## src/rtl/pulse_gen.sv

```systemverilog
// Command-driven pulse-train generator: free-running or N-pulse burst with
// selectable polarity, driven by edge-detected commands from the register slave.
module pulse_gen #(
  parameter int CNT_W = 16,
  parameter int NUM_W = 16
) (
  input  logic             clk,
  input  logic             rst,
  input  logic             start_comm,
  input  logic             stop_comm,
  input  logic             start_N_comm,
  input  logic             pulse_invert_comm,
  input  logic [CNT_W-1:0] period,
  input  logic [CNT_W-1:0] high_len,
  input  logic [NUM_W-1:0] n_pulses,
  output logic             pulse_out,
  output logic             busy,
  output logic             done,
  output logic [NUM_W-1:0] pulses_sent,
  output logic             cfg_err
);

  typedef enum logic [1:0] {IDLE, RUN_CONT, RUN_N} state_t;

  state_t           r_state, w_state_nx;
  logic             r_start_d, r_stop_d, r_startn_d, r_inv;
  logic [CNT_W-1:0] r_period_l, r_high_l, r_phase;
  logic [CNT_W-1:0] w_period_nx, w_high_nx, w_phase_nx;
  logic [NUM_W-1:0] r_n_l, r_cnt, w_n_nx, w_cnt_nx, w_cnt_inc;
  logic             r_pulse, r_busy, r_done, r_err;
  logic             w_start_e, w_stop_e, w_startn_e, w_cfg_ok;
  logic             w_running, w_wrap, w_done_nx, w_err_nx, w_pulse_nx;

  assign w_start_e  = start_comm & ~r_start_d;
  assign w_stop_e   = stop_comm & ~r_stop_d;
  assign w_startn_e = start_N_comm & ~r_startn_d;
  assign w_cfg_ok   = (period != '0) && (high_len != '0) && (high_len < period);
  assign w_running  = (r_state != IDLE);
  assign w_wrap     = (r_phase == r_period_l - CNT_W'(1));
  assign w_cnt_inc  = r_cnt + NUM_W'(1);

  always_comb begin
    w_state_nx  = r_state;
    w_period_nx = r_period_l;
    w_high_nx   = r_high_l;
    w_n_nx      = r_n_l;
    w_phase_nx  = r_phase;
    w_cnt_nx    = r_cnt;
    w_done_nx   = 1'b0;
    w_err_nx    = 1'b0;
    if (w_stop_e) begin
      if (w_running) w_state_nx = IDLE;
    end else if (w_startn_e || w_start_e) begin
      if (!w_cfg_ok) begin
        w_err_nx   = 1'b1;
        w_state_nx = IDLE;
      end else begin
        w_period_nx = period;
        w_high_nx   = high_len;
        w_n_nx      = n_pulses;
        w_phase_nx  = '0;
        w_cnt_nx    = '0;
        if (w_startn_e) begin
          // A zero-length burst completes on the spot without emitting a pulse
          if (n_pulses == '0) begin
            w_done_nx  = 1'b1;
            w_state_nx = IDLE;
          end else begin
            w_state_nx = RUN_N;
          end
        end else begin
          w_state_nx = RUN_CONT;
        end
      end
    end else if (w_running) begin
      if (w_wrap) begin
        w_phase_nx = '0;
        w_cnt_nx   = w_cnt_inc;
        if ((r_state == RUN_N) && (w_cnt_inc == r_n_l)) begin
          w_state_nx = IDLE;
          w_done_nx  = 1'b1;
        end
      end else begin
        w_phase_nx = r_phase + CNT_W'(1);
      end
    end
    w_pulse_nx = ((w_phase_nx < w_high_nx) && (w_state_nx != IDLE)) ^ r_inv;
  end

  always_ff @(posedge clk or posedge rst) begin
    if (rst) begin
      r_state    <= IDLE;
      r_start_d  <= 1'b1;
      r_stop_d   <= 1'b1;
      r_startn_d <= 1'b1;
      r_inv      <= 1'b0;
      r_period_l <= '0;
      r_high_l   <= '0;
      r_n_l      <= '0;
      r_phase    <= '0;
      r_cnt      <= '0;
      r_pulse    <= 1'b0;
      r_busy     <= 1'b0;
      r_done     <= 1'b0;
      r_err      <= 1'b0;
    end else begin
      r_state    <= w_state_nx;
      r_start_d  <= start_comm;
      r_stop_d   <= stop_comm;
      r_startn_d <= start_N_comm;
      r_inv      <= pulse_invert_comm;
      r_period_l <= w_period_nx;
      r_high_l   <= w_high_nx;
      r_n_l      <= w_n_nx;
      r_phase    <= w_phase_nx;
      r_cnt      <= w_cnt_nx;
      r_pulse    <= w_pulse_nx;
      r_busy     <= (w_state_nx != IDLE);
      r_done     <= w_done_nx;
      r_err      <= w_err_nx;
    end
  end

  assign pulse_out   = r_pulse;
  assign busy        = r_busy;
  assign done        = r_done;
  assign pulses_sent = r_cnt;
  assign cfg_err     = r_err;

endmodule

```

## config.mk

```make
export PLATFORM = sky130hd
export DESIGN_NAME = pulse_gen
export DESIGN_NICKNAME = d
export VERILOG_FILES = /design/src/rtl/pulse_gen.sv
export SDC_FILE = /design/constraint.sdc
export NUM_CORES = 1
export LEC_CHECK = 0
export CAP_MARGIN = 40
export CORE_MARGIN = 2
export CORE_UTILIZATION = 53
export CTS_BUF_LIST = sky130_fd_sc_hd__clkbuf_2 sky130_fd_sc_hd__clkbuf_4 sky130_fd_sc_hd__clkbuf_8
export CTS_CLUSTER_SIZE = 8
export DETAILED_ROUTE_END_ITERATION = 10
export HOLD_SLACK_MARGIN = 0.12
export MAX_ROUTING_LAYER = met4
export PLACE_DENSITY = 0.75
export SETUP_SLACK_MARGIN = 0.5
export SYNTH_ARGS = -nofsm -noshare
export SYNTH_HDL_FRONTEND = slang
export SYNTH_SLANG_ARGS = --single-unit
```

## constraint.sdc

```tcl
create_clock -name clk -period 10.05 [get_ports clk]
set_input_delay 1.5075 -clock clk [delete_from_list [all_inputs] [get_ports clk]]
set_output_delay 1.5075 -clock clk [all_outputs]
set_load 0.02 [all_outputs]
```

==> out/metrics.csv, run 1 <==
stage,metric,value,unit
outcome,status,completed,
power_and_ir_drop,Sw Share,0.3521,
cts,CTS tree,built,
worst_hold_path,Worst Hold Class,register to register,
floorplanning,core area,0.01075,sq mm
layout,share of layout cells above drive strength 1,0.08092,
power_and_ir_drop,P_leak,0.002975,uW
timing,RSZ-0062 raised after global routing,false,
timing,final setup violation count,0,
global_routing,vias in the first global route,4907,
global_routing,Congestion Overflow GR,0,
timing,Worst Skew,11.75,ps
detailed_routing,Vias/cell,6.129,
cts,clk_lat worst skew,370,ps
detailed_routing,Pre-antenna DRT Iters,5,
worst_setup_path,crit path DAT,5930,ps
layout,most frequent cells in the layout,"dfrtp_1, clkdlybuf4s50_1, o21ai_0",
global_routing,GR met1 Demand/Resource,0.3363,
power_and_ir_drop,PwrDens,152.3,mW/mm^2
layout,final instance area,0.006817,sq mm
layout,n_diodes,0,
power_and_ir_drop,sequential power share,0.468,
cts,post-cts hold buffer count,0,
detailed_routing,Post-route DRC,0,
cts,Worst-path clk slew,100,ps
detailed_routing,final wirelength,15470,microns
logic_synthesis,syn nets,714,
worst_setup_path,Critical Path RT,10340,ps
logic_synthesis,"FF+latch count, synth",90,
logic_synthesis,Mapped Area,0.005812,sq mm
cts,number of setup buffers added after CTS,0,
timing,Tcrit/Tclk final,0.5605,
logic_synthesis,Main synth FF type,dfrtp_1,
global_routing,GRT met3 Usage,0.03288,
layout,Fill cells,935,
global_routing,GR Util All Layers,0.2782,
cts,clk sinks,90,
power_and_ir_drop,combinational group share of total power,0.310,
placed_design,Final Wtd Congestion,0.9158,
floorplanning,Die Span Y,108.7,microns
global_routing,antenna violations before repair,0,
power_and_ir_drop,Internal Power,672.5,uW
worst_hold_path,hold_sp,r_inv$_DFF_PP0_,
logic_synthesis,asr flop ratio synth,1.000,
logic_synthesis,Yosys Warn Count,0,
detailed_routing,via count,5099,
power_and_ir_drop,worst vdd ir,0.07552,mV
worst_setup_path,Worst R2R Start,r_period_l[2]$_DFFE_PP0P_,
placed_design,IO buf count,73,
logic_synthesis,Netlist cell types,64,
detailed_routing,number of routed nets with antenna violations,0,
layout,"commonest non-fill, non-tap cell in the layout",dfrtp_1,
power_and_ir_drop,clock power share,0.222,
worst_setup_path,Crit path max-delay family,compound AO/OA/AOI/OAI gates,
timing,Final Hold Violating Endpoints,0,
global_routing,most used routing layer,met2,
layout,Final Net Count,774,
floorplanning,Initial Utilization,0.5409,
global_routing,largest net degree at the start of global routing,66,
cts,Num CTS Buffers,9,
floorplanning,Top Ports,74,
worst_setup_path,Worst setup SP type,primary input,
placed_design,post-DP HPWL,11920,microns
layout,synth-to-layout area growth,17.29,%
worst_setup_path,CP startpoint,period[15],
floorplanning,Die ar.,0.01182,sq mm
worst_setup_path,Crit Path Max Fanout,65,
timing,Final Slew Violations,0,
logic_synthesis,"EDFF count, synth",0,
logic_synthesis,"Seq/Total Area, Yosys",0.3882,
worst_setup_path,"Cell Chain, Critical Path",clkdlybuf4s50_1 -> inv_1 -> ha_1 -> nand4_1 -> a211o_1 -> o32ai_1 -> nor4_1 -> buf_4 -> nand2_2 -> buf_4 -> mux2i_1 -> ha_1 -> a21o_1 -> a21o_1 -> a21oi_1 -> o21ai_0 -> nor3_1 -> o211ai_1 -> a21boi_0 -> xor2_1,
detailed_routing,Avg WL per Cell,18.60,microns
power_and_ir_drop,Sw Pwr,365.5,uW
floorplanning,Core Rows,38,
logic_synthesis,Mapped Cells,627,
job,max-cap violations,0,
worst_setup_path,CP max stage delay,600,ps
detailed_routing,DR iter-0 viols,423,
global_routing,first-pass GRT wire length,24580,microns
timing,TNS Setup,0,ps
placed_design,post-placement cell area,0.006636,sq mm
timing,post-route minimum period,5633,ps
timing,Worst-Margin Slew,827.2,ps
worst_setup_path,CP Buf/Inv Count,4,
cts,CTS root buf,clkbuf_8,
worst_setup_path,Critical Path Slowest Stage Cell,buf_4,
timing,fmax,177.5,MHz
timing,Rel. slew slack,0.4465,
cts,deepest clock path buffer count,2,
logic_synthesis,synthesized area per cell,9.269,sq um
cts,post-cts sizing count,0,
global_routing,met2 GRT Util,0.4652,
floorplanning,chip width,108.7,microns
cts,H-tree Lvls,3,
worst_setup_path,Setup Crit Path Kind,primary input to register,
worst_setup_path,Crit. End Element,register,
==> per-stage QoR <==
step | std cells | utilization | hold WS (ps) | power [uW] | setup WS (ps)
floorplan | 627 | - | 420.4 | 706.2 | 4729
global placement | 816 | 0.6176 | 476.7 | 799.8 | 4063
detailed placement | 816 | 0.6176 | 443.2 | 811.6 | 3990
CTS | 832 | 0.6344 | 472.5 | 1041 | 4376
global route | 832 | 0.6344 | 494.0 | 1103 | 3979
finish | 832 | 0.6344 | 483.5 | 1038 | 4417
==> Yosys cell counts, drive strengths merged (17+ instances only) <==
| cell type | number | share of area |
|---|---|---|
| inv | 38 | 0.025 |
| nor4 | 21 | 0.025 |
| nor3 | 25 | 0.024 |
| ha | 33 | 0.071 |
| dfrtp | 87 | 0.37 |
| nor2 | 26 | 0.017 |
| mux2i | 17 | 0.029 |
| mux2 | 18 | 0.035 |
| xnor2 | 31 | 0.047 |
| nand2 | 46 | 0.030 |
| nand3 | 24 | 0.021 |
| clkbuf | 23 | 0.015 |
| o21ai | 67 | 0.058 |
==> logic make-up (layout without fill, tap and decap cells) <==
family                     Yosys count  count (layout)  share of synthesized area
and+or+nand+nor                    215             215                     0.2034
muxes                               35              35                    0.06415
buffers and inverters               66             131                    0.04435
adders and majority gates           33              33                    0.07104
xor gates and xnor gates            45              45                    0.07018
AOI/OAI and AO/OA                  143             143                     0.1587
DFF                                 90              90                     0.3882
==> layout make-up <==
cell class,instances,area [sq um],area share
Timing Repair Buffer,77,760.7,0.1116
Tap cell,140,175.2,0.02570
Sequential cell,90,2256,0.3309
Inverter,38,143.9,0.02111
Clock inverter,5,41.29,0.006057
Multi-Input combinational cell,471,3301,0.4842
Clock buffer,11,138.9,0.02037
==> routing by layer <==
layer	up-vias	wire length, microns
met5	-	0
met4	0	623
met3	44	799
met2	224	7622
met1	2418	6428
li1	2413	-
==> path summary, 6_finish.rpt <==
| kind | to | slack (ps) | depth (start not counted) |
|---|---|---|---|
| min in group asynchronous | pulses_sent[15]$_DFFE_PP0P_ | 1530 | 2 |
| min reg2reg | pulse_out$_DFF_PP0_ | 480 | 1 |
| max reg2reg | pulse_out$_DFF_PP0_ | 4940 | 16 |
| max | pulse_out$_DFF_PP0_ | 4420 | 20 |
| min | pulse_out$_DFF_PP0_ | 480 | 1 |
| max in group asynchronous | r_phase[3]$_DFF_PP0_ | 7360 | 3 |
==> worst reg2reg max path: cells and delay by family, from the launching register on <==
| kind | cells | cell delay, ps |
|---|---|---|
| AND/OR/NAND/NOR | 10 | 3440 |
| flip-flops | 1 | 490 |
| AO/OA/AOI/OAI | 3 | 420 |
| adder cells (fa/ha/maj) | 1 | 350 |
| XOR/XNOR | 2 | 300 |
==> power by group through the flow <==
stage | Combinational (uW) | Sequential, uW | Clock [uW]
final | 321 | 486 | 231
after global routing | 358 | 493 | 252
after CTS | 323 | 484 | 234
after detailed placement | 320 | 492 | 0
after global placement | 310 | 490 | 0
after floorplan | 230 | 476 | 0
==> state kept, by name, summed over array words and instances, names as in the netlist <==
register	flops
busy	1
r_period_l	16
r_n_l	16
cfg_err	1
r_high_l	16
pulse_out	1
r_state	2
pulses_sent	16
r_inv	1
r_phase	16
r_start_d	1
done	1
r_startn_d	1
r_stop_d	1
Power figures use the tool's default switching activity.
==> run 2, diff against run 1 <==
--- a/config.mk
+++ b/config.mk
@@ -7,13 +7,13 @@
 export LEC_CHECK = 0
 export CAP_MARGIN = 40
 export CORE_MARGIN = 2
-export CORE_UTILIZATION = 53
+export CORE_UTILIZATION = 52
 export CTS_BUF_LIST = sky130_fd_sc_hd__clkbuf_2 sky130_fd_sc_hd__clkbuf_4 sky130_fd_sc_hd__clkbuf_8
 export CTS_CLUSTER_SIZE = 8
 export DETAILED_ROUTE_END_ITERATION = 10
 export HOLD_SLACK_MARGIN = 0.12
 export MAX_ROUTING_LAYER = met4
-export PLACE_DENSITY = 0.75
+export PLACE_DENSITY = 0.77
 export SETUP_SLACK_MARGIN = 0.5
 export SYNTH_ARGS = -nofsm -noshare
 export SYNTH_HDL_FRONTEND = slang
==> constraint.sdc (replaced) <==
create_clock -name clk -period 4.95 [get_ports clk]
set_input_delay 0.7425 -clock clk [delete_from_list [all_inputs] [get_ports clk]]
set_output_delay 0.7425 -clock clk [all_outputs]
set_load 0.02 [all_outputs]
==> run 2 against run 1 <==
  * Sequential power is 100% higher
  * Critical endpoint unchanged
  * Hold slack improved by 15 ps
  * Core utilization increased by 3.1 points
  * Clock skew is 2.9 ps higher
  * Sequential cell count is the same
  * First-iteration DRC count down 11%
==> out/metrics.csv, run 2 (same netlist as run 1, synthesis figures left out) <==
stage,metric,value,unit,change
outcome,status,completed,,
layout,Storage cell area,0.002258,sq mm,+0.11%
cts,H-tree Lvls,3,,unchanged
floorplanning,Top Ports,74,,unchanged
cts,clk sinks,90,,unchanged
worst_setup_path,Worst setup SP type,register,,
floorplanning,Die Span Y,109.7,microns,+0.92%
timing,fmax,225.3,MHz,
worst_setup_path,Setup Crit Path Kind,register to register,,
worst_setup_path,"Cell Chain, Critical Path",or4_4 -> or4_4 -> a211oi_2 -> nor3_2 -> o21bai_4 -> nor3_4 -> buf_6 -> nor3_1 -> o21ai_1 -> o21ai_2 -> ha_1 -> nand3_2 -> or2_4 -> or3_1 -> o211ai_1 -> a21boi_1 -> xor2_1,,
layout,filler-free cell count of the finished design,863,,+3.7%
cts,CTS root buf,clkbuf_8,,
global_routing,first-pass GRT wire length,25250,microns,+2.7%
worst_setup_path,CP max stage delay,590,ps,about the same
detailed_routing,Vias/cell,5.985,,-2.3%
global_routing,antenna violations before repair,0,,unchanged
power_and_ir_drop,clock power share,0.248,,+0.026
timing,TNS Setup,0,ps,unchanged
detailed_routing,final wirelength,16150,microns,+4.4%
floorplanning,chip width,109.7,microns,+0.92%
placed_design,IO buf count,73,,unchanged
power_and_ir_drop,Tot Pwr,2279,uW,+120%
power_and_ir_drop,worst vdd ir,0.1823,mV,+140%
layout,share of layout cells above drive strength 1,0.1508,,+0.06984
timing,Tcrit/Tclk final,0.8966,,
power_and_ir_drop,sequential power share,0.434,,-0.034
power_and_ir_drop,P_leak,0.003189,uW,+7.2%
layout,synth-to-layout area growth,24.61,%,
layout,Final Net Count,805,,+4.0%
placed_design,Final Wtd Congestion,0.9151,,about the same
cts,Num CTS Buffers,9,,unchanged
timing,Final Slew Violations,0,,unchanged
timing,post-route minimum period,4438,ps,
layout,n_diodes,0,,unchanged
worst_hold_path,Worst Hold Class,register to register,,
job,max-cap violations,0,,unchanged
power_and_ir_drop,PwrDens,314.6,mW/mm^2,+110%
detailed_routing,Avg WL per Cell,18.71,microns,+0.61%
cts,CTS tree,built,,
global_routing,GR Util All Layers,0.2842,,+0.005988
placed_design,Inst Count DP,828,,+1.5%
layout,most frequent cells in the layout,"dfrtp_1, clkdlybuf4s50_1, o21ai_0",,
detailed_routing,Post-route DRC,0,,unchanged
timing,final setup violation count,0,,unchanged
cts,clk_lat worst skew,390,ps,+20 ps
detailed_routing,via count,5165,,+1.3%
timing,Rel. slew slack,0.5778,,+0.1313
floorplanning,Core Rows,38,,unchanged
detailed_routing,Pre-antenna DRT Iters,5,,unchanged
worst_setup_path,Critical Path RT,5230,ps,-5110 ps
global_routing,largest net degree at the start of global routing,37,,-44%
worst_setup_path,Crit Path Max Fanout,7,,-89%
timing,Worst-Margin Slew,633.2,ps,-194.0 ps
worst_setup_path,crit path DAT,4710,ps,-1220 ps
detailed_routing,number of routed nets with antenna violations,0,,unchanged
floorplanning,core area,0.01089,sq mm,+1.3%
timing,Worst Skew,14.64,ps,+2.891 ps
timing,RSZ-0062 raised after global routing,true,,
placed_design,post-DP HPWL,12240,microns,+2.8%
timing,Final Hold Violating Endpoints,0,,unchanged
layout,"commonest non-fill, non-tap cell in the layout",dfrtp_1,,
worst_setup_path,Critical Path Slowest Stage Cell,or4_4,,
power_and_ir_drop,combinational group share of total power,0.318,,+0.008
power_and_ir_drop,Sw Pwr,777.8,uW,+110%
power_and_ir_drop,Sw Share,0.3413,,-0.01080
detailed_routing,DR iter-0 viols,376,,-11%
cts,post-cts hold buffer count,0,,unchanged
global_routing,vias in the first global route,5133,,+4.6%
layout,area of the multi-input gates,0.003408,sq mm,+3.3%
power_and_ir_drop,Internal Power,1501,uW,+120%
worst_setup_path,most frequent CP cell,or4_4,,
cts,deepest clock path buffer count,2,,unchanged
global_routing,Congestion Overflow GR,0,,unchanged
worst_setup_path,Crit. End Element,register,,
layout,Fill cells,910,,-2.7%
cts,Worst-path clk slew,90,ps,about the same
floorplanning,Initial Utilization,0.5338,,-0.007086
floorplanning,Die ar.,0.01204,sq mm,+1.9%
[run 2: per-layer routing]
metal | GRT usage | wire length, microns
met1 | 0.3254 | 6586
met2 | 0.4921 | 8241
met3 | 0.02845 | 729
met4 | 0.1492 | 590
met5 | - | 0
[run 2: critical path, delay by kind of cell, from the launching register on]
kind	cells	cell delay, ps
buffers and inverters	1	180
xor gates and xnor gates	1	160
AOI/OAI and AO/OA	6	1060
and+or+nand+nor	8	2150
DFF	1	460
adders and majority gates	1	330
[run 2: timing repair]
| item | CTS | global route |
|---|---|---|
| pin swaps | 1 | 24 |
| resized for setup | 6 | 37 |
| setup buffers | 4 | 14 |
| cloned | 0 | 1 |
| endpoints found under the setup margin | 1 | 1 |
[run 2: final timing paths]
check / end / slack [ps] / cells after the start / start
setup / recovery: pulse_out$_DFF_PP0_ / 510 / 17 / r_period_l[3]$_DFFE_PP0P_
hold / removal: pulse_out$_DFF_PP0_ / 500 / 1 / r_inv$_DFF_PP0_
setup reg to reg: pulse_out$_DFF_PP0_ / 510 / 17 / r_period_l[3]$_DFFE_PP0P_
hold reg to reg: pulse_out$_DFF_PP0_ / 500 / 1 / r_inv$_DFF_PP0_
max in group asynchronous: r_high_l[13]$_DFF_PP0_ / 3250 / 4 / rst
min in group asynchronous: r_period_l[5]$_DFFE_PP0P_ / 660 / 2 / rst
[run 2: final cells by class]
| class | instances | share of cell area |
|---|---|---|
| multi-input cells | 471 | 0.4706 |
| flip-flops and latches | 90 | 0.3119 |
| repair buffers | 108 | 0.1427 |
| clock buffers | 13 | 0.02471 |
| well taps | 140 | 0.02419 |
| inverters | 38 | 0.01987 |
| clock inverters | 3 | 0.006047 |
[run 2: power groups by stage]
| stage | combinational, uW | sequential [uW] | clock, uW |
|---|---|---|---|
| floorplan | 467 | 967 | 0 |
| global placement | 635 | 993 | 0 |
| detailed placement | 668 | 1000 | 0 |
| CTS | 680 | 987 | 567 |
| global route | 796 | 1010 | 595 |
| finish | 723 | 990 | 565 |
[run 2: metrics by stage]
| step | area (sq um) | util | hold slack, ps | setup WS (ps) |
|---|---|---|---|---|
| finish | 7242 | 0.6651 | 498.7 | 511.8 |
| global route | 7242 | 0.6651 | 493.7 | 361.7 |
| CTS | 7025 | 0.6453 | 496.7 | 503.1 |
| detailed placement | 6758 | 0.6207 | 460.0 | 83.30 |
| global placement | 6738 | 0.6188 | 465.0 | 270.1 |
| floorplan | 5818 | - | 420.4 | 548.2 |
==> run 3, diff against run 2 <==
--- a/config.mk
+++ b/config.mk
@@ -6,7 +6,6 @@
 export NUM_CORES = 1
 export LEC_CHECK = 0
 export CAP_MARGIN = 40
-export CORE_MARGIN = 2
 export CORE_UTILIZATION = 52
 export CTS_BUF_LIST = sky130_fd_sc_hd__clkbuf_2 sky130_fd_sc_hd__clkbuf_4 sky130_fd_sc_hd__clkbuf_8
 export CTS_CLUSTER_SIZE = 8
==> run 3 against run 2 <==
  * Register-to-register slack improved by 80 ps
  * Via count is 1.8% higher
  * Clock power fell by 8.1%
  * Routed wire length down 2.2%
  * First-iteration DRC count up 16%
  * Combinational power up 1%
  * Clock-buffer cell count down 3
  * Clock skew grew 3.0 ps
  * Hold slack worse by 26 ps
  * Cell area fell by 0.52%
  * Power decreased by 1.8%
  * Critical path type unchanged
  * Largest cell class unchanged
  * Largest power group unchanged
==> out/metrics.csv, run 3 (same netlist as run 1, synthesis figures left out) <==
stage,metric,value,unit,change
placed_design,post-placement cell area,0.006743,sq mm,-0.22%
power_and_ir_drop,PwrDens,310.6,mW/mm^2,-1.3%
detailed_routing,Avg WL per Cell,18.30,microns,-2.2%
floorplanning,Initial Utilization,0.5338,,unchanged
worst_setup_path,Worst setup SP type,register,,
detailed_routing,met2 routed WL,7896,microns,-4.2%
layout,Final Net Count,805,,unchanged
layout,n_diodes,0,,unchanged
worst_hold_path,Worst Hold Class,register to register,,
cts,clk sinks,90,,unchanged
layout,share of layout cells above drive strength 1,0.1452,,-0.005533
floorplanning,Core Rows,38,,unchanged
power_and_ir_drop,worst vdd ir,0.1656,mV,-9.2%
power_and_ir_drop,clock power share,0.232,,-0.016
timing,Final Slew Violations,0,,unchanged
timing,TNS Setup,0,ps,unchanged
power_and_ir_drop,Internal Power,1459,uW,-2.8%
layout,most frequent cells in the layout,"dfrtp_1, clkdlybuf4s50_1, nand2_1",,
power_and_ir_drop,Sw Share,0.3480,,+0.006705
floorplanning,core area,0.01089,sq mm,unchanged
layout,"commonest non-fill, non-tap cell in the layout",dfrtp_1,,
cts,clk_lat worst skew,390,ps,about the same
global_routing,vias in the first global route,5184,,+0.99%
timing,Rel. slew slack,0.6038,,+0.02598
cts,CTS root buf,clkbuf_8,,
detailed_routing,Vias/cell,6.092,,+1.8%
placed_design,IO buf count,73,,unchanged
global_routing,Congestion Overflow GR,0,,unchanged
timing,final setup violation count,0,,unchanged
layout,final instance area,0.007204,sq mm,-0.52%
cts,Num CTS Buffers,9,,unchanged
floorplanning,chip width,107.7,microns,-1.8%
cts,Worst-path clk slew,90,ps,about the same
detailed_routing,Post-route DRC,0,,unchanged
detailed_routing,highest metal used,met4,,
detailed_routing,number of routed nets with antenna violations,0,,unchanged
worst_setup_path,CP max stage delay,600,ps,about the same
timing,RSZ-0062 raised after global routing,true,,
cts,CTS tree,built,,
floorplanning,Top Ports,74,,unchanged
timing,Tcrit/Tclk final,0.8805,,-0.01610
job,max-cap violations,0,,unchanged
outcome,status,completed,,
power_and_ir_drop,combinational group share of total power,0.326,,+0.008
floorplanning,Die Span Y,107.7,microns,-1.8%
worst_setup_path,CP startpoint,r_period_l[2]$_DFFE_PP0P_,,
power_and_ir_drop,P_leak,0.003176,uW,-0.41%
worst_hold_path,hold_sp,r_inv$_DFF_PP0_,,
global_routing,largest net degree at the start of global routing,37,,unchanged
detailed_routing,met3 routed wirelength,890,microns,+22%
worst_setup_path,Critical Path RT,5220,ps,about the same
power_and_ir_drop,sequential power share,0.441,,+0.007
timing,post-route minimum period,4359,ps,-79.68 ps
global_routing,first-pass GRT wire length,25360,microns,+0.44%
worst_setup_path,Crit Path Max Fanout,7,,unchanged
timing,Final Hold Violating Endpoints,0,,unchanged
worst_setup_path,Worst R2R Start,r_period_l[2]$_DFFE_PP0P_,,
floorplanning,Die ar.,0.01160,sq mm,-3.6%
detailed_routing,via count,5257,,+1.8%
detailed_routing,final wirelength,15790,microns,-2.2%
detailed_routing,DR iter-0 viols,438,,+16%
timing,Worst Skew,17.63,ps,+2.991 ps
cts,deepest clock path buffer count,2,,unchanged
detailed_routing,Pre-antenna DRT Iters,5,,unchanged
global_routing,GR Util All Layers,0.2941,,+0.009875
placed_design,Final Wtd Congestion,0.9528,,+4.1%
worst_setup_path,"Cell Chain, Critical Path",buf_6 -> nor4_4 -> and3_1 -> nor4b_2 -> a31oi_1 -> or4b_4 -> nor3_4 -> buf_6 -> nor3_1 -> o21ai_1 -> o21ai_1 -> ha_1 -> nand4_1 -> or2_4 -> or3_4 -> o211ai_1 -> a21boi_1 -> xor2_1,,
worst_setup_path,Critical Path Slowest Stage Cell,or4b_4,,
power_and_ir_drop,Sw Pwr,778.7,uW,+0.12%
detailed_routing,Met1 Routed Length,6329,microns,-3.9%
placed_design,post-DP HPWL,11940,microns,-2.5%
layout,synth-to-layout area growth,23.96,%,
timing,fmax,229.4,MHz,+1.8%
worst_setup_path,crit path DAT,4620,ps,-90 ps
global_routing,antenna violations before repair,0,,unchanged
timing,Worst-Margin Slew,588.8,ps,-44.41 ps
worst_setup_path,Crit. End Element,register,,
worst_setup_path,Setup Crit Path Kind,register to register,,
cts,H-tree Lvls,3,,unchanged
## run 3: cell types whose count changed in the layout (fill, tap and decap cells not counted), moves of 2 or more
cell,before,now
ha_4,0,2
o21ai_1,17,23
ha_2,2,0
nor3_1,19,21
o21ai_0,47,42
clkbuf_8,13,9
## run 3: path summary, 6_finish.rpt
kind | endpoint | slack (ps) | cells past startpoint
hold reg to reg | pulse_out$_DFF_PP0_ | 470 | 1
hold / removal | pulse_out$_DFF_PP0_ | 470 | 1
setup / recovery | pulse_out$_DFF_PP0_ | 590 | 18
max in group asynchronous | r_stop_d$_DFF_PP1_ | 3510 | 3
setup reg to reg | pulse_out$_DFF_PP0_ | 590 | 18
min in group asynchronous | r_n_l[14]$_DFFE_PP0P_ | 650 | 2
## run 3: what timing repair did
| item | CTS | global route |
|---|---|---|
| resized for setup | 7 | 36 |
| setup endpoints to repair | 1 | 1 |
| hold buffers | 0 | 0 |
| pin swaps | 2 | 21 |
| gates cloned | 1 | 0 |
| setup buffers | 7 | 13 |
## run 3: worst max-delay path, delay by kind of cell (launching register included)
kind,cells,cell delay [ps]
AO/OA/AOI/OAI,5,580
XOR/XNOR,1,160
flip-flops,1,420
AND/OR/NAND/NOR,9,2460
adder cells (fa/ha/maj),1,320
buffers and inverters,2,300
## run 3: through the flow
step           std cells  hold slack, ps  setup WS, ps  power (uW)  utilization
2_1_floorplan        627           420.4         548.2        1434            -
6_report             863           472.4         591.4        2237       0.6617
4_1_cts              850           480.5         503.4        2193       0.6446
5_1_grt              863           478.6         393.3        2372       0.6617
3_3_place_gp         825           462.4         265.0        1625       0.6174
3_5_place_dp         826           460.2         149.1        1664       0.6193
## run 3: cell type report
cell class | instances | area, sq um
Clock inverter | 6 | 65.06
Tap cell | 140 | 175.2
Sequential cell | 90 | 2260
Multi-Input combinational cell | 471 | 3400
Inverter | 38 | 143.9
Timing Repair Buffer | 108 | 1030
Fill cell | 900 | 3684
Clock buffer | 10 | 131.4
## run 3: layer usage
metal / track usage / up-vias
li1: - / 2487
met1: 0.3373 / 2494
met2: 0.5000 / 223
met3: 0.03935 / 53
met4: 0.1566 / 0
met5: - / -
## run 3: power groups by stage
stage	combinational (uW)	clock [uW]	sequential (uW)
after floorplan	467	0	967
after global placement	634	0	991
after detailed placement	663	0	1000
after CTS	687	524	982
after global routing	806	563	1000
final	730	519	988
